`src/rtl/qspi_arb_pkg.sv`:
```
// rtl/qspi_arb_pkg.sv - shared encodings for the two-master QSPI memory arbiter
package qspi_arb_pkg;

    // Transfer size encoding shared by both masters and the controller port
    localparam logic [1:0] SZ_BYTE = 2'b00;
    localparam logic [1:0] SZ_HALF = 2'b01;
    localparam logic [1:0] SZ_WORD = 2'b10;
    localparam logic [1:0] SZ_NONE = 2'b11;

    // Read data returned to a master whose transaction was aborted by the watchdog
    localparam logic [31:0] TIMEOUT_DATA = 32'hFFFF_FFFF;

    typedef enum logic [1:0] {
        IDLE    = 2'd0,
        BUSY    = 2'd1,
        RELEASE = 2'd2
    } arb_state_t;

    typedef enum logic {
        PORT_A = 1'b0,
        PORT_B = 1'b1
    } port_t;

    // A port requests whenever either size field is not SZ_NONE
    function automatic logic is_req(input logic [1:0] write_n, input logic [1:0] read_n);
        return (write_n != SZ_NONE) || (read_n != SZ_NONE);
    endfunction

endpackage

```
`src/rtl/arb_rr2.sv`:
```
// rtl/arb_rr2.sv - combinational two-way round-robin pick
module arb_rr2
    import qspi_arb_pkg::*;
(
    input  logic  req_a,
    input  logic  req_b,
    input  port_t last_grant,
    output logic  grant_valid,
    output port_t grant
);

    // On a tie the port that did not win last time is chosen
    always_comb begin
        grant_valid = req_a | req_b;
        grant       = PORT_A;
        if (req_a && req_b) begin
            grant = (last_grant == PORT_A) ? PORT_B : PORT_A;
        end else if (req_b) begin
            grant = PORT_B;
        end
    end

endmodule

```
`src/rtl/qspi_mem_arbiter.sv`:
```
// rtl/qspi_mem_arbiter.sv - round-robin arbiter sharing one memory controller port
module qspi_mem_arbiter
    import qspi_arb_pkg::*;
#(
    parameter int ADDR_W    = 25,
    parameter int TIMEOUT_W = 8
) (
    input  logic              clk,
    input  logic              rstn,

    input  logic [ADDR_W-1:0] a_addr,
    input  logic [1:0]        a_write_n,
    input  logic [1:0]        a_read_n,
    input  logic [31:0]       a_wdata,
    output logic              a_ready,
    output logic [31:0]       a_rdata,

    input  logic [ADDR_W-1:0] b_addr,
    input  logic [1:0]        b_write_n,
    input  logic [1:0]        b_read_n,
    input  logic [31:0]       b_wdata,
    output logic              b_ready,
    output logic [31:0]       b_rdata,

    output logic [ADDR_W-1:0] m_addr,
    output logic [1:0]        m_write_n,
    output logic [1:0]        m_read_n,
    output logic [31:0]       m_wdata,
    input  logic              m_ready,
    input  logic [31:0]       m_rdata,

    output logic              timeout_err
);

    // Timer value seen during the last permitted BUSY cycle (2**TIMEOUT_W-1 cycles total).
    // TIMEOUT_W must be at least 2.
    localparam logic [TIMEOUT_W-1:0] TIMER_LAST = {{(TIMEOUT_W-1){1'b1}}, 1'b0};

    arb_state_t           state, state_nxt;
    port_t                owner, owner_nxt;
    port_t                last_grant, last_grant_nxt;
    logic [TIMEOUT_W-1:0] timer, timer_nxt;

    logic [ADDR_W-1:0]    m_addr_nxt;
    logic [1:0]           m_write_n_nxt;
    logic [1:0]           m_read_n_nxt;
    logic [31:0]          m_wdata_nxt;
    logic                 a_ready_nxt, b_ready_nxt;
    logic [31:0]          a_rdata_nxt, b_rdata_nxt;
    logic                 timeout_err_nxt;

    logic                 req_a, req_b;
    logic                 grant_valid;
    port_t                grant;
    logic [1:0]           a_read_eff, b_read_eff;
    logic [ADDR_W-1:0]    sel_addr;
    logic [1:0]           sel_write_n;
    logic [1:0]           sel_read_n;
    logic [31:0]          sel_wdata;
    logic                 timer_hit;
    logic                 finish_busy;
    logic [31:0]          resp_data;

    // A port driving both a write and a read is treated as a write only
    always_comb begin
        a_read_eff = (a_write_n != SZ_NONE) ? SZ_NONE : a_read_n;
        b_read_eff = (b_write_n != SZ_NONE) ? SZ_NONE : b_read_n;
        req_a      = is_req(a_write_n, a_read_n);
        req_b      = is_req(b_write_n, b_read_n);
    end

    arb_rr2 u_arb (
        .req_a       (req_a),
        .req_b       (req_b),
        .last_grant  (last_grant),
        .grant_valid (grant_valid),
        .grant       (grant)
    );

    // Request fields of whichever port the arbiter picks this cycle
    always_comb begin
        if (grant == PORT_A) begin
            sel_addr    = a_addr;
            sel_write_n = a_write_n;
            sel_read_n  = a_read_eff;
            sel_wdata   = a_wdata;
        end else begin
            sel_addr    = b_addr;
            sel_write_n = b_write_n;
            sel_read_n  = b_read_eff;
            sel_wdata   = b_wdata;
        end
    end

    // Completion beats the watchdog when both land in the same cycle
    always_comb begin
        timer_hit   = (timer == TIMER_LAST);
        finish_busy = (state == BUSY) && (m_ready || timer_hit);
        resp_data   = m_ready ? m_rdata : TIMEOUT_DATA;
    end

    // State register
    always_ff @(posedge clk or negedge rstn) begin
        if (!rstn) begin
            state <= IDLE;
        end else begin
            state <= state_nxt;
        end
    end

    // Next-state logic: IDLE -> BUSY -> RELEASE -> IDLE
    always_comb begin
        state_nxt = state;
        case (state)
            IDLE:    if (grant_valid) state_nxt = BUSY;
            BUSY:    if (finish_busy) state_nxt = RELEASE;
            RELEASE: state_nxt = IDLE;
            default: state_nxt = IDLE;
        endcase
    end

    // Output logic: next values for the registered controller request and master responses
    always_comb begin
        m_addr_nxt      = m_addr;
        m_write_n_nxt   = m_write_n;
        m_read_n_nxt    = m_read_n;
        m_wdata_nxt     = m_wdata;
        owner_nxt       = owner;
        last_grant_nxt  = last_grant;
        timer_nxt       = timer;
        a_ready_nxt     = 1'b0;
        b_ready_nxt     = 1'b0;
        a_rdata_nxt     = a_rdata;
        b_rdata_nxt     = b_rdata;
        timeout_err_nxt = 1'b0;
        case (state)
            IDLE: begin
                if (grant_valid) begin
                    m_addr_nxt     = sel_addr;
                    m_write_n_nxt  = sel_write_n;
                    m_read_n_nxt   = sel_read_n;
                    m_wdata_nxt    = sel_wdata;
                    owner_nxt      = grant;
                    last_grant_nxt = grant;
                    timer_nxt      = '0;
                end
            end
            BUSY: begin
                if (finish_busy) begin
                    m_write_n_nxt   = SZ_NONE;
                    m_read_n_nxt    = SZ_NONE;
                    timeout_err_nxt = !m_ready;
                    if (owner == PORT_A) begin
                        a_ready_nxt = 1'b1;
                        a_rdata_nxt = resp_data;
                    end else begin
                        b_ready_nxt = 1'b1;
                        b_rdata_nxt = resp_data;
                    end
                end else begin
                    timer_nxt = timer + 1'b1;
                end
            end
            default: begin
            end
        endcase
    end

    // Datapath registers; reset clears the controller request immediately
    always_ff @(posedge clk or negedge rstn) begin
        if (!rstn) begin
            m_addr      <= '0;
            m_write_n   <= SZ_NONE;
            m_read_n    <= SZ_NONE;
            m_wdata     <= '0;
            owner       <= PORT_A;
            last_grant  <= PORT_B;
            timer       <= '0;
            a_ready     <= 1'b0;
            b_ready     <= 1'b0;
            a_rdata     <= '0;
            b_rdata     <= '0;
            timeout_err <= 1'b0;
        end else begin
            m_addr      <= m_addr_nxt;
            m_write_n   <= m_write_n_nxt;
            m_read_n    <= m_read_n_nxt;
            m_wdata     <= m_wdata_nxt;
            owner       <= owner_nxt;
            last_grant  <= last_grant_nxt;
            timer       <= timer_nxt;
            a_ready     <= a_ready_nxt;
            b_ready     <= b_ready_nxt;
            a_rdata     <= a_rdata_nxt;
            b_rdata     <= b_rdata_nxt;
            timeout_err <= timeout_err_nxt;
        end
    end

endmodule

```
`config.mk`:
```
export PLATFORM = sky130hd
export DESIGN_NAME = qspi_mem_arbiter
export DESIGN_NICKNAME = d
export VERILOG_FILES = /design/src/rtl/qspi_arb_pkg.sv /design/src/rtl/arb_rr2.sv /design/src/rtl/qspi_mem_arbiter.sv
export SDC_FILE = /design/constraint.sdc
export NUM_CORES = 1
export LEC_CHECK = 0
export CAP_MARGIN = 0
export CORE_AREA = 4 4 121 123
export CTS_CLUSTER_DIAMETER = 200
export DETAILED_ROUTE_END_ITERATION = 8
export DIE_AREA = 0 0 125 127
export PLACE_DENSITY = 0.95
export SLEW_MARGIN = 0
export SYNTH_ARGS = -nofsm -noshare
export SYNTH_HDL_FRONTEND = slang
export SYNTH_HIERARCHICAL = 1
export SYNTH_SLANG_ARGS = --single-unit
export TNS_END_PERCENT = 5
```
`constraint.sdc`:
```
create_clock -name clk -period 3.9 [get_ports clk]
set_clock_uncertainty 0.2 [all_clocks]
set_input_delay 0.78 -clock clk [delete_from_list [all_inputs] [get_ports clk]]
set_output_delay 0.78 -clock clk [all_outputs]
set_load 0.02 [all_outputs]
```
==> results by stage, run 1 <==
Clocking:
- The root buffer cell chosen for the clock tree is clkbuf_16.
- The deepest clock path buffer count is 2.
- Counting every sink on the clock net gives 140.
- The deepest level of the CTS H-tree is 4.
- Clock-pin slew was measured on the worst setup and hold paths at 0.06 ns.
- The number of gates given a new drive strength after cts is 0.
- The later pin in the worst-skew pair is clocked with a latency of roughly 0.41 ns.
- The number of setup buffers added after CTS is 0.
- Hold repair after CTS inserted 0 buffers.
- The number of clock buffers added by TritonCTS is 17.
- TritonCTS built the clock tree.

Floorplanning:
- The die is between 100 and 150 um wide.
- between 200 and 300 I/O pins were placed.
- The die covers 0.01588 mm2.
- The die is 127 um tall.
- The area inside the core boundary is ~0.014 mm2.
- The initialized floorplan defines 43 standard-cell rows.
- The initial utilization of the core area, before any placement, comes to 43.26%.

Final layout:
- The flip-flop and latch area is 0.003510 mm2.
- The area used by multi-input combinational logic is 0.002205 mm2.
- The number of nets in the finished design is 928.
- The repair_antennas step left the layout with diodes totalling 0.
- The count of filler cells inserted in the layout is 992.
- Cells with a size suffix above 1 make up 6.522% of the layout.
- The final instance count without filler cells is between 900 and 1000.
- From synthesis to final layout, the design area changed by 60.34%.

Detailed routing:
- The length of routed met3 wiring is about 1400 um.
- Dividing the detail-routed wire length by the instance count gives around 18 um.
- The highest metal layer carrying signal wires in the routed design is met4.
- The final antenna-violating net count is 0.
- The routed metal-1 wire length is slightly below 7000 um.
- The first detailed-routing pass ran for 5 iterations.
- The routed design has 17450 um of wire.
- Detailed routing inserted a total of just over 5000 vias.
- After detailed routing, the met2 layer carries just under 9000 um of wire.
- The remaining routing DRC violations is 0.
- Using the TritonRoute via totals, the vias-per-cell ratio works out to 5.323.
- The number of DRC markers after the initial detailed-route iteration is 314.

Critical path:
- The largest delay contributor family on the critical path is buffers and inverters.
- For the worst setup path, the data arrival time is 1.56 ns.
- The category of the worst setup path capture point is a primary output.
- On the worst path, the slowest cell contributes a delay of roughly 0.63 ns.
- The kind of critical path is register to primary output.
- Among all stages on the critical path, the largest delay is contributed by clkdlybuf4s50_1.
- The signal on the critical path passes through clkdlybuf4s50_1.
- At the worst endpoint, the required time is just under 3 ns.
- STA classifies the critical path startpoint as a register.
- The highest fanout seen on the critical path is 2.
- The sum of buffers and inverters on the critical path is 1.

Synth:
- The count of warnings emitted by yosys is 6.
- Synthesis inferred 140 register bits.
- Summing every instance area after synthesis gives a little under 0.006 mm2.
- The async set-or-reset flop fraction in the synthesized netlist is 100.0%.
- The number of enable flip-flop cells after synthesis is 0.
- The post-synthesis average cell area is 11.94 um2.
- The count of cell types in the netlist is 36.
- The number of instances in the synthesized netlist is 495.
- The share of synthesized area occupied by flip-flops and latches is 59.37%.
- The net count after synthesis is 654.
- The predominant post-synthesis flop cell is dfrtp_1.

Place:
- After detailed placement, the design holds a cell count of 930.
- The placed wire-length estimate is approximately 13000 um.
- The total of buffers placed on input and output ports is 284.
- The routability congestion estimate is 0.8014.

Global route:
- For this run the aggregate overflow at the end of global routing stands at 0.
- The initial antenna violation count was 0.
- The via count of the first global-routing pass is 5237.
- Entering global routing, the biggest net connects 82 pins.
- Across every metal layer, demand over resource in global routing totals 21.76%.
- The first-pass GRT wire length is 27340 um.

Timing:
- Setup repair after global routing left no endpoint under its margin.
- The pin slew with the least headroom to its limit is approximately 0.73 ns.
- After routing, the total negative slack on setup checks comes to 0 ns.
- The final critical-path share of the clock period is 65.08%.
- The tightest hold path in the finished design has a slack of 0.2225 ns.
- The final count of negative-setup-slack endpoints is 0.
- The count of endpoints failing hold in the final timing report is 0.
- Headroom to the max-slew limit came out at 51.30%.
- The clock period minus final worst setup slack is 2.538 ns.
- The number of slew-limit violations in the final report is 0.
- The highest attainable clock frequency is just under 400 MHz.

Power and ir drop:
- VDD sags by at most 0.3833 mV.
- The static leakage is 4.027 nW.
- The total power density per cell area is about 860 mW/mm2.
- Total power for the finished layout comes to 8.174 mW.

Worst hold path:
- The min-delay analysis places its worst path in the category input pin to asynchronous set/reset pin.

Status:
- The run finished with clean final reports.

Job:
- The count of max-cap constraint violations is 0.
-- worst paths after layout --
kind	from	depth (start not counted)	slack (ns)	end
hold reg to reg	m_wdata[20]	2	0.28	m_wdata[20]
hold / removal	rstn	1	0.22	a_rdata[19]
min in group clk	m_wdata[20]	2	0.28	m_wdata[20]
setup reg to reg	owner	6	1.55	b_rdata[6]
max in group asynchronous	rstn	2	2.51	b_rdata[25]
setup / recovery	m_read_n[1]	1	1.36	m_read_n[1]
-- layout by cell type (no fill, tap or decap), types with 3 or more instances in the layout --
cell type / instances
clkdlybuf4s50_1: 283
dfrtp_1: 135
nand2_1: 63
o21ai_0: 60
mux2i_1: 59
o32a_1: 46
a2bb2oi_1: 18
clkbuf_16: 17
nor2_1: 16
buf_4: 6
and3_1: 5
nand3_1: 5
clkinvlp_4: 5
dfstp_2: 5
a22oi_1: 4
a21oi_1: 4
inv_1: 3
a31oi_1: 3
a211o_1: 3
buf_12: 3
-- layout make-up --
type                       instances  share of cell area (%)
clock buffer                      19                   4.567
sequential                       140                   37.02
timing repair buffer             293                   31.11
inverter                           4                  0.1584
multi-input combinational        313                   23.26
clock inverter                    13                   1.505
tap                              180                   2.376
-- worst reg2reg max path, cell delays in order (launching register included) --
cell and delay, ns:
dfrtp_1 0.45, buf_4 0.39, clkinv_1 0.12, buf_4 0.28, nor3_4 0.22, buf_4 0.37, a2bb2oi_1 0.23
-- stage by stage --
stage / setup slack [ns] / utilization (%) / cell area (um2)
after floorplan: 1.772 / - / 5912
after global placement: 1.061 / 65.15 / 8904
after detailed placement: 1.012 / 65.15 / 8904
after CTS: 1.338 / 69.36 / 9479
after global routing: 1.305 / 69.36 / 9479
final: 1.362 / 69.36 / 9479
-- synth_stat cells, types with 3 or more instances --
cell | n | area [um2]
dfrtp_1 | 135 | 3378
a211o_1 | 3 | 26.28
o21ai_0 | 60 | 300.3
o32a_1 | 46 | 460.4
clkbuf_1 | 21 | 78.83
and3_1 | 5 | 31.28
a22oi_1 | 4 | 30.03
nor2_1 | 16 | 60.06
dfstp_2 | 5 | 131.4
a31oi_1 | 3 | 18.77
mux2i_1 | 59 | 590.6
nand2_1 | 64 | 240.2
a21oi_1 | 4 | 20.02
nand3_1 | 5 | 25.02
a2bb2oi_1 | 18 | 157.7
buf_2 | 11 | 55.05
buf_6 | 6 | 67.56
inv_1 | 3 | 11.26
-- power breakdown --
part | total, mW | internal, mW | switching [mW]
clock | 1.55 | 0.944 | 0.609
sequential | 2.56 | 2.15 | 0.408
combinational | 4.06 | 1.91 | 2.15
total | 8.17 | 5.00 | 3.17
-- registers in the layout, indices dropped and copies added (netlist names), 2 cells and up --
signal and cells:
timer 8, m_write_n 2, m_addr 25, m_read_n 2, a_rdata 32, state 2, b_rdata 32, m_wdata 32
-- per-layer routing --
metal  vias up  global-route usage [%]
met5         -                       0
met4         0                   9.439
met3        35                   6.020
met2       259                   37.33
met1      2442                   25.83
li1       2385                       -
-- cell families after synthesis --
kind of cell | count (synthesis) | synth area share, %
buffers and inverters | 42 | 3.661
flip-flops | 140 | 59.37
AND/OR/NAND/NOR | 105 | 8.106
adder cells (fa/ha/maj) | 2 | 0.4232
multiplexers | 59 | 9.989
AO/OA/AOI/OAI | 147 | 18.46
(Power assumes the default switching activity.)
==> run 2: changes to the inputs <==
--- a/config.mk
+++ b/config.mk
@@ -6,11 +6,11 @@
 export NUM_CORES = 1
 export LEC_CHECK = 0
 export CAP_MARGIN = 0
-export CORE_AREA = 4 4 121 123
+export CORE_AREA = 4 4 132 134
 export CTS_CLUSTER_DIAMETER = 200
 export DETAILED_ROUTE_END_ITERATION = 8
-export DIE_AREA = 0 0 125 127
-export PLACE_DENSITY = 0.95
+export DIE_AREA = 0 0 136 138
+export PLACE_DENSITY = 0.86
 export SLEW_MARGIN = 0
 export SYNTH_ARGS = -nofsm -noshare
 export SYNTH_HDL_FRONTEND = slang
==> constraint.sdc (replaced) <==
create_clock -name clk -period 2.2 [get_ports clk]
set_clock_uncertainty 0.2 [all_clocks]
set_input_delay 0.44 -clock clk [delete_from_list [all_inputs] [get_ports clk]]
set_output_delay 0.44 -clock clk [all_outputs]
set_load 0.02 [all_outputs]
==> run 2 against run 1 <==
Against the previous run:
- non-clock buffer count is 32 higher
- global-route usage is 2.5 points lower
- flip-flop and latch count stayed put
- power is 85% higher
- first-iteration DRC count is 41% lower
- clock-buffer cell count stayed put
- design area is 4.2% higher
- core utilization is 8.7 points lower
- critical path depth stayed put
- combinational power is 87% higher
- cell count is 7.5% higher
- critical path type unchanged
- critical endpoint is now m_wdata[0]
==> results by stage, run 2 (synthesized netlist as in run 1, its figures left out) <==
Clocking:
- The number of clock sinks seen by CTS is 140 (unchanged).
- The clock transition at the registers of the reported paths came to 0.06 ns (about the same).
- The TritonCTS buffer count is 17 (unchanged).
- The TritonCTS clock tree is done (unchanged).
- The insertion delay of the later-clocked pin in the worst-skew pair is 0.40 ns (was 0.41 ns).
- The number of setup buffers added after CTS came to 0 (unchanged).
- The deepest level of the CTS H-tree is 4 (unchanged).
- The deepest clock path buffer count is 2 (unchanged).
- The root buffer cell is clkbuf_16 (unchanged).

Place:
- The placed wire-length estimate is 14040 um (was 12810 um).
- The worst slack at placement came to -0.2072 ns (was 1.012 ns).
- The total of buffers placed on input and output ports is 284 (unchanged).
- The placement-stage cell area was 0.009251 mm2 (was 0.008904 mm2).
- The routability congestion estimate is 0.8623 (was 0.8014).

Final layout:
- The share of the core filled with cells in the final layout is 60.63% (was 69.36%).
- Most frequent cells in the layout: clkdlybuf4s50_1 (279), dfrtp_1 (135), nand2_1 (62) (was clkdlybuf4s50_1 (283), dfrtp_1 (135), nand2_1 (63)).
- The leading cell type in the layout, fill and taps excluded is clkdlybuf4s50_1 (unchanged).
- The antenna cell count is 0 (unchanged).
- The number of nets in the finished design is 960 (was 928).
- The fraction of final layout cells sized beyond drive strength 1 is 10.20% (was 6.522%).
- The area added between synthesis and finish is 67.07% (was 60.34%).
- The count of filler cells inserted in the layout is 1318 (was 992).
- Registers with the most flip-flops: a_rdata x32, b_rdata x32, m_wdata x32 (unchanged).
- The area of all placed cells without fillers is 0.009877 mm2 (was 0.009479 mm2).

Floorplanning:
- The total number of placement rows is 47 (was 43).
- The area inside the core boundary is 0.01629 mm2 (was 0.01367 mm2).
- The top-level I/O count is 285 (unchanged).
- The full die area is 0.01877 mm2 (was 0.01588 mm2).
- The starting density of the core came to 36.29% (was 43.26%).
- The floorplan die height is 138 um (was 127 um).
- The die width is 136 um (was 125 um).

Detailed routing:
- The number of DRC markers after the initial detailed-route iteration came to 186 (was 314).
- The number of detailed-route iterations in the first pass is 4 (was 5).
- The remaining routing DRC violations came to 0 (unchanged).
- The per-cell via count in the routed design is 5.012 (was 5.323).
- The routed wirelength normalized by instance count is 17.58 um (was 18.14 um).
- The detailed-route via count was 5182 (was 5121).
- The overall routed net length is 18180 um (was 17450 um).
- The final antenna-violating net count came to 0 (unchanged).

Power and ir drop:
- The static leakage is 4.225 nW (was 4.027 nW).
- The total power density per cell area is 1530 mW/mm2 (was 862.3 mW/mm2).
- The peak supply drop is 0.5734 mV (was 0.3833 mV).

Global route:
- The overall global routing resource usage is 19.25% (was 21.76%).
- The first-pass GRT wire length came to 28690 um (was 27340 um).
- The initial antenna violation count is 0 (unchanged).
- The remaining global-route overflow came to 0 (unchanged).
- The via count of the first global-routing pass is 5382 (was 5237).
- The largest net degree at the start of global routing is 49 (was 82).

Critical path:
- The maximum single-stage delay on the critical path is 0.66 ns (was 0.63 ns).
- The sum of buffers and inverters on the critical path is 1 (unchanged).
- The critical path launch point type is a register (unchanged).
- The largest delay contributor family on the critical path is buffers and inverters (unchanged).
- The highest fanout seen on the critical path is 2 (unchanged).
- Chain of cells forming the critical path: clkdlybuf4s50_1 (unchanged).
- The critical path data required time is 1.56 ns (was 2.92 ns).
- The category of the worst setup path capture point is a primary output (unchanged).
- The kind of critical path is register to primary output (unchanged).
- The worst endpoint data arrival time was 1.42 ns (was 1.56 ns).
- The slowest library cell on the worst path is clkdlybuf4s50_1 (unchanged).

Timing:
- The pin slew with the least headroom to its limit is 0.4074 ns (was 0.7305 ns).
- The highest attainable clock frequency is 485.1 MHz.
- The final setup slack of the worst path was 0.1385 ns (was 1.362 ns).
- The count of endpoints failing hold in the final timing report was 0 (unchanged).
- The final count of negative-setup-slack endpoints is 0 (unchanged).
- The number of slew-limit violations in the final report is 0 (unchanged).
- Setup repair after global routing missed its margin: no (unchanged).
- The clock period could shrink to roughly 2.1 ns.
- The final critical-path share of the clock period is 93.70%.
- The worst slew margin relative to its limit was 72.84% (was 51.30%).

Worst hold path:
- The type of the tightest min-delay check was register to register (was input pin to asynchronous set/reset pin).

Job:
- The count of max-cap constraint violations was 0 (unchanged).

Status:
- Outcome: completed (unchanged).
## run 2: final timing paths
path	start	to	slack [ns]	cells after the start
max	m_wdata[0]	m_wdata[0]	0.14	1
min	m_wdata[5]	m_wdata[5]	0.28	2
max reg2reg	timer[0]	a_rdata[26]	0.28	7
min reg2reg	m_wdata[5]	m_wdata[5]	0.28	2
max in group asynchronous	rstn	last_grant	0.83	3
min in group asynchronous	rstn	a_rdata[16]	0.33	2
## run 2: cell type report
cell class / count / area (um2) / area share, %
sequential: 140 / 3510 / 35.53
timing repair buffer: 325 / 3249 / 32.90
multi-input combinational: 313 / 2207 / 22.35
clock buffer: 19 / 432.9 / 4.383
tap: 220 / 275.3 / 2.787
clock inverter: 13 / 187.7 / 1.900
inverter: 4 / 15.01 / 0.1520
## run 2: power by group
group,internal (mW),switching (mW),leakage (nW)
Combinational,3.69,3.90,2.29
Sequential,3.81,0.712,1.64
Clock,1.91,1.09,0.294
## run 2: timing repair
| action | in CTS | in global routing |
|---|---|---|
| gates resized for setup | 4 | 0 |
| endpoints found under the setup margin | 4 | 0 |
| endpoints found under the hold margin | 32 | 0 |
| hold buffers | 1 | 0 |
## run 2: metal layers
metal / part of all wire (%) / track usage [%] / wire length [um] / up-vias
li1: - / - / - / 2448
met1: 37 / 21.95 / 6715 / 2466
met2: 50 / 33.06 / 9118 / 241
met3: 11 / 7.013 / 1938 / 27
met4: 2.2 / 6.790 / 408 / 0
met5: 0 / 0 / 0 / -
## run 2: per-stage QoR
| stage | hold WS, ns | cells | power, mW | setup TNS [ns] |
|---|---|---|---|---|
| after detailed placement | 0.1750 | 1001 | 12.27 | -7.411 |
| final | 0.2757 | 1034 | 15.11 | 0 |
| after global placement | 0.1782 | 1001 | 12.00 | -3.322 |
| after global routing | 0.2968 | 1034 | 16.03 | 0 |
| after floorplan | -0.05559 | 495 | 8.346 | 0 |
| after CTS | 0.2824 | 1034 | 15.30 | 0 |
